### src/rtl/cycle_timing_ring_if.sv
// Console-side and gate-side signals of the cycle timing ring.
// The console drives the master modport, and the ring implements the slave modport.
interface cycle_timing_ring_if #(
    parameter int unsigned NUM_PHASES = 10,
    parameter int unsigned COUNT_W    = 8
);
    logic                  start;
    logic                  stop;
    logic                  single_cycle;
    logic [NUM_PHASES-1:0] phase_n;
    logic                  cycle_start;
    logic                  cycle_end;
    logic                  running;
    logic [COUNT_W-1:0]    cycle_count;

    modport master (
        output start, stop, single_cycle,
        input  phase_n, cycle_start, cycle_end, running, cycle_count
    );

    modport slave (
        input  start, stop, single_cycle,
        output phase_n, cycle_start, cycle_end, running, cycle_count
    );
endinterface

### src/rtl/cycle_timing_ring.sv
// Machine cycle timing generator. It produces one-hot, active-low phase gates,
// and supports start, continuous run, single-cycle and orderly stop.
module cycle_timing_ring #(
    parameter int unsigned TICKS_PER_PHASE = 2,
    parameter int unsigned NUM_PHASES      = 10,
    parameter int unsigned COUNT_W         = 8
) (
    input  logic                clk,
    input  logic                reset,
    cycle_timing_ring_if.slave  bus
);
    localparam int unsigned TICK_W  = (TICKS_PER_PHASE > 1) ? $clog2(TICKS_PER_PHASE) : 1;
    localparam int unsigned PHASE_W = $clog2(NUM_PHASES);

    localparam logic [TICK_W-1:0]     LAST_TICK  = TICK_W'(TICKS_PER_PHASE - 1);
    localparam logic [PHASE_W-1:0]    LAST_PHASE = PHASE_W'(NUM_PHASES - 1);
    localparam logic [NUM_PHASES-1:0] PHASE0_BIT = NUM_PHASES'(1);

    typedef enum logic {StIdle, StRun} state_e;

    state_e                state_q, state_d;
    logic [PHASE_W-1:0]    phase_q, phase_d;
    logic [TICK_W-1:0]     tick_q, tick_d;
    logic                  stop_pending_q, stop_pending_d;
    logic [COUNT_W-1:0]    count_q, count_d;
    logic [NUM_PHASES-1:0] phase_n_q, phase_n_d;
    logic                  cycle_start_q, cycle_start_d;
    logic                  cycle_end_q, cycle_end_d;
    logic                  running_q, running_d;

    always_comb begin
        state_d        = state_q;
        phase_d        = phase_q;
        tick_d         = tick_q;
        stop_pending_d = stop_pending_q;
        count_d        = count_q;

        unique case (state_q)
            StIdle: begin
                if (bus.start && !bus.stop) begin
                    state_d        = StRun;
                    phase_d        = '0;
                    tick_d         = '0;
                    stop_pending_d = 1'b0;
                end
            end
            StRun: begin
                if (bus.stop) stop_pending_d = 1'b1;
                if (tick_q == LAST_TICK) begin
                    tick_d = '0;
                    if (phase_q == LAST_PHASE) begin
                        count_d = count_q + 1'b1;
                        phase_d = '0;
                        // Stop requests take effect only here, so a cycle always completes.
                        if (bus.single_cycle || stop_pending_q || bus.stop) begin
                            state_d        = StIdle;
                            stop_pending_d = 1'b0;
                        end
                    end else begin
                        phase_d = phase_q + 1'b1;
                    end
                end else begin
                    tick_d = tick_q + 1'b1;
                end
            end
            default: state_d = StIdle;
        endcase

        // Outputs are decoded from next state so they are registered with it.
        running_d     = (state_d == StRun);
        phase_n_d     = running_d ? ~(PHASE0_BIT << phase_d) : '1;
        cycle_start_d = running_d && (phase_d == '0) && (tick_d == '0);
        cycle_end_d   = running_d && (phase_d == LAST_PHASE) && (tick_d == LAST_TICK);
    end

    always_ff @(posedge clk) begin
        if (reset) begin
            state_q        <= StIdle;
            phase_q        <= '0;
            tick_q         <= '0;
            stop_pending_q <= 1'b0;
            count_q        <= '0;
            phase_n_q      <= '1;
            cycle_start_q  <= 1'b0;
            cycle_end_q    <= 1'b0;
            running_q      <= 1'b0;
        end else begin
            state_q        <= state_d;
            phase_q        <= phase_d;
            tick_q         <= tick_d;
            stop_pending_q <= stop_pending_d;
            count_q        <= count_d;
            phase_n_q      <= phase_n_d;
            cycle_start_q  <= cycle_start_d;
            cycle_end_q    <= cycle_end_d;
            running_q      <= running_d;
        end
    end

    assign bus.phase_n     = phase_n_q;
    assign bus.cycle_start = cycle_start_q;
    assign bus.cycle_end   = cycle_end_q;
    assign bus.running     = running_q;
    assign bus.cycle_count = count_q;

    phase_onehot_a: assert property (@(posedge clk) disable iff (reset)
        $onehot0(~phase_n_q) && (running_q || (&phase_n_q)));
endmodule

### src/flat_wrapper.sv
// flat-port wrapper written by rule: the top's interface ports become plain ports
module cycle_timing_ring_flat 
#(
    parameter int unsigned TICKS_PER_PHASE = 2,
    parameter int unsigned NUM_PHASES      = 10,
    parameter int unsigned COUNT_W         = 8
)
  (clk, reset, bus_start, bus_stop, bus_single_cycle, bus_phase_n, bus_cycle_start, bus_cycle_end, bus_running, bus_cycle_count);
  cycle_timing_ring_if #(.NUM_PHASES(NUM_PHASES), .COUNT_W(COUNT_W)) bus_i ();
  input  logic clk;
  input  logic reset;
  input wire logic [$bits(bus_i.start)-1:0] bus_start;
  input wire logic [$bits(bus_i.stop)-1:0] bus_stop;
  input wire logic [$bits(bus_i.single_cycle)-1:0] bus_single_cycle;
  output wire logic [$bits(bus_i.phase_n)-1:0] bus_phase_n;
  output wire logic [$bits(bus_i.cycle_start)-1:0] bus_cycle_start;
  output wire logic [$bits(bus_i.cycle_end)-1:0] bus_cycle_end;
  output wire logic [$bits(bus_i.running)-1:0] bus_running;
  output wire logic [$bits(bus_i.cycle_count)-1:0] bus_cycle_count;
  assign bus_i.start = bus_start;
  assign bus_i.stop = bus_stop;
  assign bus_i.single_cycle = bus_single_cycle;
  assign bus_phase_n = bus_i.phase_n;
  assign bus_cycle_start = bus_i.cycle_start;
  assign bus_cycle_end = bus_i.cycle_end;
  assign bus_running = bus_i.running;
  assign bus_cycle_count = bus_i.cycle_count;
  cycle_timing_ring #(.TICKS_PER_PHASE(TICKS_PER_PHASE), .NUM_PHASES(NUM_PHASES), .COUNT_W(COUNT_W)) u_core (.clk(clk), .reset(reset), .bus(bus_i));
endmodule
### config.mk
export PLATFORM = sky130hd
export DESIGN_NAME = cycle_timing_ring_flat
export DESIGN_NICKNAME = d
export VERILOG_FILES = /design/src/rtl/cycle_timing_ring_if.sv /design/src/rtl/cycle_timing_ring.sv /design/src/flat_wrapper.sv
export SDC_FILE = /design/constraint.sdc
export NUM_CORES = 1
export LEC_CHECK = 0
export ABC_AREA = 1
export CAP_MARGIN = 20
export CORE_MARGIN = 2
export CORE_UTILIZATION = 31
export CTS_CLUSTER_DIAMETER = 200
export CTS_CLUSTER_SIZE = 28
export DETAILED_ROUTE_END_ITERATION = 6
export HOLD_SLACK_MARGIN = 0.02
export PLACE_DENSITY_LB_ADDON = 0.1
export SYNTH_ARGS = -nofsm -noshare
export SYNTH_HDL_FRONTEND = slang
export SYNTH_SLANG_ARGS = --single-unit
### constraint.sdc
create_clock -name clk -period 2.9 [get_ports clk]
set_clock_uncertainty 0.15 [all_clocks]
set_input_delay 0.29 -clock clk [delete_from_list [all_inputs] [get_ports clk]]
set_output_delay 0.29 -clock clk [all_outputs]
set_load 0.005 [all_outputs]
==> impl_metrics.tcl, run 1 <==
set metrics [dict create \
    hold_violations 0 \
    dr.pass1.iters 4 \
    numPortBuffers 25 \
    n_antenna_cell 0 \
    fillers 402 \
    grt_max_degree 17 \
    worstSkewPairLatency_ps 270 \
    path_clk_slew_ps 90 \
    antenna_left 0 \
    reg2reg_depth 8 \
    startpoint_type "flip-flop" \
    drc 0 \
    relSlewSlack_pct 81.4 \
    die_w_um 66.5 \
    first_iter_violations 47 \
    ios 26 \
    post-dp-hpwl_um 2000 \
    antenna_found_initial 0 \
    syn2layout_area_growth_pct 29.6 \
    rsz0062_at_grt "false" \
    syn_nets 171 \
    drt_wl_total_um 2500 \
    start_util_pct 32.6 \
    syn_area_sq_um 1210 \
    worst_setup_path_end_kind "primary output" \
    clock_path_buffers 2 \
    synthArstFlopShare_pct 0 \
    tns_ps 0 \
    synth_edf_count 0 \
    dp.cells 236 \
    syn-instance-count 163 \
    synth_common_cells "43 x nand2_1, 27 x dfxtp_1, 22 x nor2_1, 16 x inv_1, 12 x nand3_1" \
    worst-path-max-fanout 7 \
    clockRootBuffer "clkbuf_8" \
    status "finished clean" \
    critical_path_class "flip-flop to primary output" \
    critical-path-max-stage-delay_ps 560 \
    path_delay_family "buffers and inverters" \
    synth_top_area_share_pct 44.6 \
    powerDensity_nw_per_um2 410 \
    r2r_setup_slack_ps 1170 \
    fp-row-count 22 \
    finalCritPeriodShare_pct 60.9 \
    vias_per_cell 4.53 \
    wire_per_inst_um 10.4 \
    avgSynthCellArea_sq_um 7.43 \
    fin_crit_ps 1770 \
    cp_slowest_cell "clkdlybuf4s50_1" \
    drive_above_1_share_pct 12.0 \
    min_path_cells 2 \
    synth.distinct_cells 22 \
    grt_pass1_vias 1053 \
    overflow 0 \
    cts_tree "built" \
    grt_util_all_layers_pct 13.0 \
    slew_viol_final 0 \
    holdCritStartpoint "u_core.stop_pending_q$_SDFFE_PP0P_" \
    p_leak_nw 0.631 \
    fin_area_sq_um 1570 \
    crit_chain "clkdlybuf4s50_1" \
    numCtsBuffers 3 \
    dr_total_vias 1087 \
    synth_area_leaders "dfxtp_1 45%, nand2_1 13%, nor2_1 6.8%" \
    ctsHtreeMaxLevel 1 \
    cap_violations 0 \
    cp.arrival_ps 1330 \
    ys_warn_count 0 \
    peakVddDrop_v 0.000176 \
    max_freq_mhz 566 \
    nets 201 \
    setup_viol 0 \
    die_area_sq_um 4420 \
    worstMarginPinSlew_ps 279 \
    die_h_um 66.5 \
    crit_buf_inv 1 \
    r2r_end "u_core.bus.phase_n[5]$_SDFF_PP1_" \
    r2r-start "u_core.phase_q[0]$_SDFF_PP0_" \
    crit_cells 1 \
    min_to "u_core.stop_pending_q$_SDFFE_PP0P_" \
    min_path_type "flip-flop to flip-flop" \
    routabilityCongestion 0.788 \
    yosysTopAreaCell "dfxtp_1" \
    critical_path_required_ps 2460 \
    cts_resized 0 \
    core_area_sq_um 3720 \
    ys.flop_type "dfxtp_1" \
    layout.cells.non_filler 240 \
    grt_pass1_wl_um 4370 \
    synth_seq_cells 27 \
    postCtsSetupBuffers 0 \
    hold_buffers 0 \
    yosysMostFrequentCell "nand2_1" \
    yosysSeqAreaShare_pct 44.6 \
    cts.sinks 27 \
    placed_area_sq_um 1520 \
]
state kept, by name, summed over array words and instances (netlist names):
register	count
u_core.bus.cycle_end	1
u_core.stop_pending_q	1
u_core.tick_q	1
u_core.bus.cycle_count	8
u_core.bus.phase_n	10
u_core.bus.running	1
u_core.bus.cycle_start	1
u_core.phase_q	4
through the flow:
stage                     worst slack (ps)  util, %  total power (W)  hold WS [ps]
after global routing                  1010     42.3         0.000675           389
after floorplan                       1400        -         0.000414           209
after global placement                1020     40.9         0.000433           323
final                                 1130     42.3         0.000644           334
after detailed placement               996     40.9         0.000434           319
after CTS                             1120     42.3         0.000652           333
cell type report:
| type | count | area, sq um | share of cell area, % |
|---|---|---|---|
| Inverter | 21 | 80.1 | 5.10 |
| Timing Repair Buffer | 25 | 250 | 15.9 |
| Sequential cell | 27 | 541 | 34.4 |
| Tap cell | 48 | 60.1 | 3.82 |
| Multi-Input combinational cell | 115 | 591 | 37.6 |
| Clock buffer | 3 | 41.3 | 2.63 |
| Clock inverter | 1 | 7.51 | 0.478 |
kinds of logic after synthesis:
group / Yosys count / synth area share, %
simple gates: 96 / 38.5
flops: 27 / 44.6
buf+inv: 21 / 6.61
compound gates: 15 / 6.40
fa+ha+maj: 3 / 3.10
xor+xnor: 1 / 0.723
placed cells by master, fill, tap and decap left out:
cell type         n
a21oi_1           8
nor2_4            1
nand4_1           1
inv_2             4
nand3_1          12
xor2_1            1
dfxtp_1          27
ha_1              3
o21bai_1          1
o21ai_0           5
inv_1            16
clkinvlp_4        1
nand3_2           1
nor2_1           22
nand3_4           2
o21ai_1           1
nor2_8            1
nand2_1          43
clkbuf_8          3
clkinv_2          1
nand3b_1          1
clkdlybuf4s50_1  25
nand2_2           9
and3_1            1
nor3_1            2
per-layer routing:
metal  share of wire [%]  global-route usage, %  vias up
li1                    -                      -      568
met1                  46                   15.3      494
met2                  49                   23.0       20
met3                 2.5                   2.03        5
met4                 2.2                   6.12        0
met5                   0                      0        -
worst max-delay path by stage:
stage	start	end	slack, ps
2_1_floorplan	u_core.phase_q[1]$_SDFF_PP0_	u_core.bus.phase_n[4]$_SDFF_PP1_	1400
3_3_place_gp	bus_stop	u_core.bus.phase_n[0]$_SDFF_PP1_	1020
3_5_place_dp	reset	u_core.bus.phase_n[5]$_SDFF_PP1_	1000
4_1_cts	u_core.bus.running$_SDFF_PP0_	bus_running	1120
5_1_grt	u_core.phase_q[0]$_SDFF_PP0_	u_core.bus.phase_n[0]$_SDFF_PP1_	1010
6_report	u_core.bus.running$_SDFF_PP0_	bus_running	1130
power breakdown:
group	switching, W	internal, W
Combinational	0.0000243	0.0000195
Clock	0.000122	0.0000976
Sequential	0.00000512	0.000376
Total	0.000151	0.000493
(Power assumes the default switching activity.)
==> run 2: changes to the inputs <==
clock period = 1.7 ns   (was 2.9 ns; I/O delays follow)
==> impl_metrics.tcl, run 2 (synthesis results as in run 1) <==
set metrics [dict create \
    min_path_cells 2 \
    worstSkewPairLatency_ps 270 \
    worst_setup_path_end_kind "flip-flop" \
    startpoint_type "flip-flop" \
    r2r_setup_slack_ps 100 \
    reg2reg_depth 9 \
    syn2layout_area_growth_pct 39.7 \
    die_area_sq_um 4420 \
    die_w_um 66.5 \
    grt_max_degree 17 \
    holdCritStartpoint "u_core.bus.cycle_count[6]$_SDFFE_PP0P_" \
    core_area_sq_um 3720 \
    setup_viol 0 \
    crit_chain "inv_2 -> ha_4 -> nand4_1 -> nand2_1 -> inv_1 -> nand2_2 -> nand2_2 -> nor2_4 -> nand3_2" \
    placed_area_sq_um 1570 \
    min_to "u_core.bus.cycle_count[6]$_SDFFE_PP0P_" \
    wire_per_inst_um 10.9 \
    post-dp-hpwl_um 2100 \
    ios 26 \
    max_freq_mhz 625 \
    r2r-start "u_core.phase_q[1]$_SDFF_PP0_" \
    min_path_type "flip-flop to flip-flop" \
    preCtsSetupSlack_ps -56.9 \
    status "finished clean" \
    critical_path_class "flip-flop to flip-flop" \
    start_util_pct 32.6 \
    finalCritPeriodShare_pct 94.1 \
    relSlewSlack_pct 82.8 \
    fin_crit_ps 1600 \
    fin_area_sq_um 1690 \
    n_antenna_cell 0 \
    crit_top_cell "nand2_2" \
    antenna_left 0 \
    dr.pass1.iters 4 \
    drt_wl_total_um 2740 \
    cap_violations 0 \
    critical_path_required_ps 1710 \
    worst-path-max-fanout 8 \
    peakVddDrop_v 0.000288 \
    die_h_um 66.5 \
    numPortBuffers 25 \
    r2r_end "u_core.bus.phase_n[4]$_SDFF_PP1_" \
    antenna_found_initial 0 \
    worstMarginPinSlew_ps 255 \
    fin_ws_ps 99.6 \
    drive_above_1_share_pct 21.8 \
    final_cell_mix "43 x nand2_1, 25 x clkdlybuf4s50_1, 24 x dfxtp_1" \
    first_iter_violations 22 \
    slew_viol_final 0 \
    hold_buffers 0 \
    clockRootBuffer "clkbuf_8" \
    p_leak_nw 0.686 \
    drc 0 \
    routabilityCongestion 0.796 \
    nets 211 \
    largest_reg_flops 10 \
    numCtsBuffers 3 \
    powerDensity_nw_per_um2 655 \
    fp-row-count 22 \
    critical-path-max-stage-delay_ps 340 \
    hold_violations 0 \
    layout_commonest_cell "nand2_1" \
    path_clk_slew_ps 100 \
    vias_per_cell 4.47 \
    clock_path_buffers 2 \
    grt_util_all_layers_pct 12.5 \
    cts.sinks 27 \
    grt_pass1_wl_um 4250 \
    cp.arrival_ps 1610 \
    dr_total_vias 1117 \
    grt_pass1_vias 1006 \
    ctsHtreeMaxLevel 1 \
    cp_slowest_cell "dfxtp_2" \
    cts_tree "built" \
    overflow 0 \
]
==> run 2: repair_timing <==
action | in CTS | in global routing
endpoints found under the hold margin | 0 | 0
resized for setup | 0 | 13
setup buffers | 0 | 4
endpoints found under the setup margin | 0 | 14
==> run 2: stage by stage <==
stage | total power [W] | util [%] | hold slack [ps] | TNS, ps | std cells
CTS | 0.00111 | 43.5 | 349 | 0 | 246
floorplan | 0.000706 | - | 89.1 | 0 | 163
global route | 0.00116 | 45.5 | 367 | -59.2 | 250
global placement | 0.000746 | 42.2 | 326 | -86.8 | 242
finish | 0.00111 | 45.5 | 345 | 0 | 250
detailed placement | 0.000747 | 42.2 | 335 | -203 | 242
==> run 2: area by class of cell <==
class	instances	area [sq um]
Fill cell	388	2020
Multi-Input combinational cell	115	633
Sequential cell	27	544
Timing Repair Buffer	35	325
Inverter	21	80.1
Tap cell	48	60.1
Clock buffer	3	41.3
Clock inverter	1	7.51
==> run 2: worst max-delay path by stage <==
| stage | from | to | slack [ps] | cells after the start |
|---|---|---|---|---|
| after floorplan | u_core.phase_q[1]$_SDFF_PP0_ | u_core.bus.phase_n[4]$_SDFF_PP1_ | 200 | 8 |
| after global placement | bus_stop | u_core.bus.phase_n[0]$_SDFF_PP1_ | -40 | 9 |
| after detailed placement | bus_stop | u_core.bus.phase_n[0]$_SDFF_PP1_ | -60 | 9 |
| after CTS | u_core.phase_q[1]$_SDFF_PP0_ | u_core.bus.phase_n[4]$_SDFF_PP1_ | 20 | 8 |
| after global routing | u_core.phase_q[1]$_SDFF_PP0_ | u_core.bus.phase_n[4]$_SDFF_PP1_ | -20 | 9 |
| final | u_core.phase_q[1]$_SDFF_PP0_ | u_core.bus.phase_n[4]$_SDFF_PP1_ | 100 | 9 |
==> run 2: worst max-delay path: cells and delay by family, from the launching register on <==
kind	cells	cell delay (ps)
adder cells (fa/ha/maj)	1	150
buffers and inverters	2	110
flip-flops	1	340
AND/OR/NAND/NOR	6	740
==> run 2: routing by layer <==
layer  track usage [%]  vias to the layer above  routed length, um
met5                 0                        -                  0
met4              5.36                        0                 68
met3              2.20                        6                 93
met2              20.9                       22               1320
met1              15.7                      500               1260
li1                  -                      589                  -
==> run 2: power breakdown <==
part	leakage [nW]	total, W	switching [W]	internal (W)
sequential	0.220	0.000651	0.00000942	0.000641
clock	0.0217	0.000370	0.000204	0.000166
combinational	0.444	0.0000881	0.0000467	0.0000414
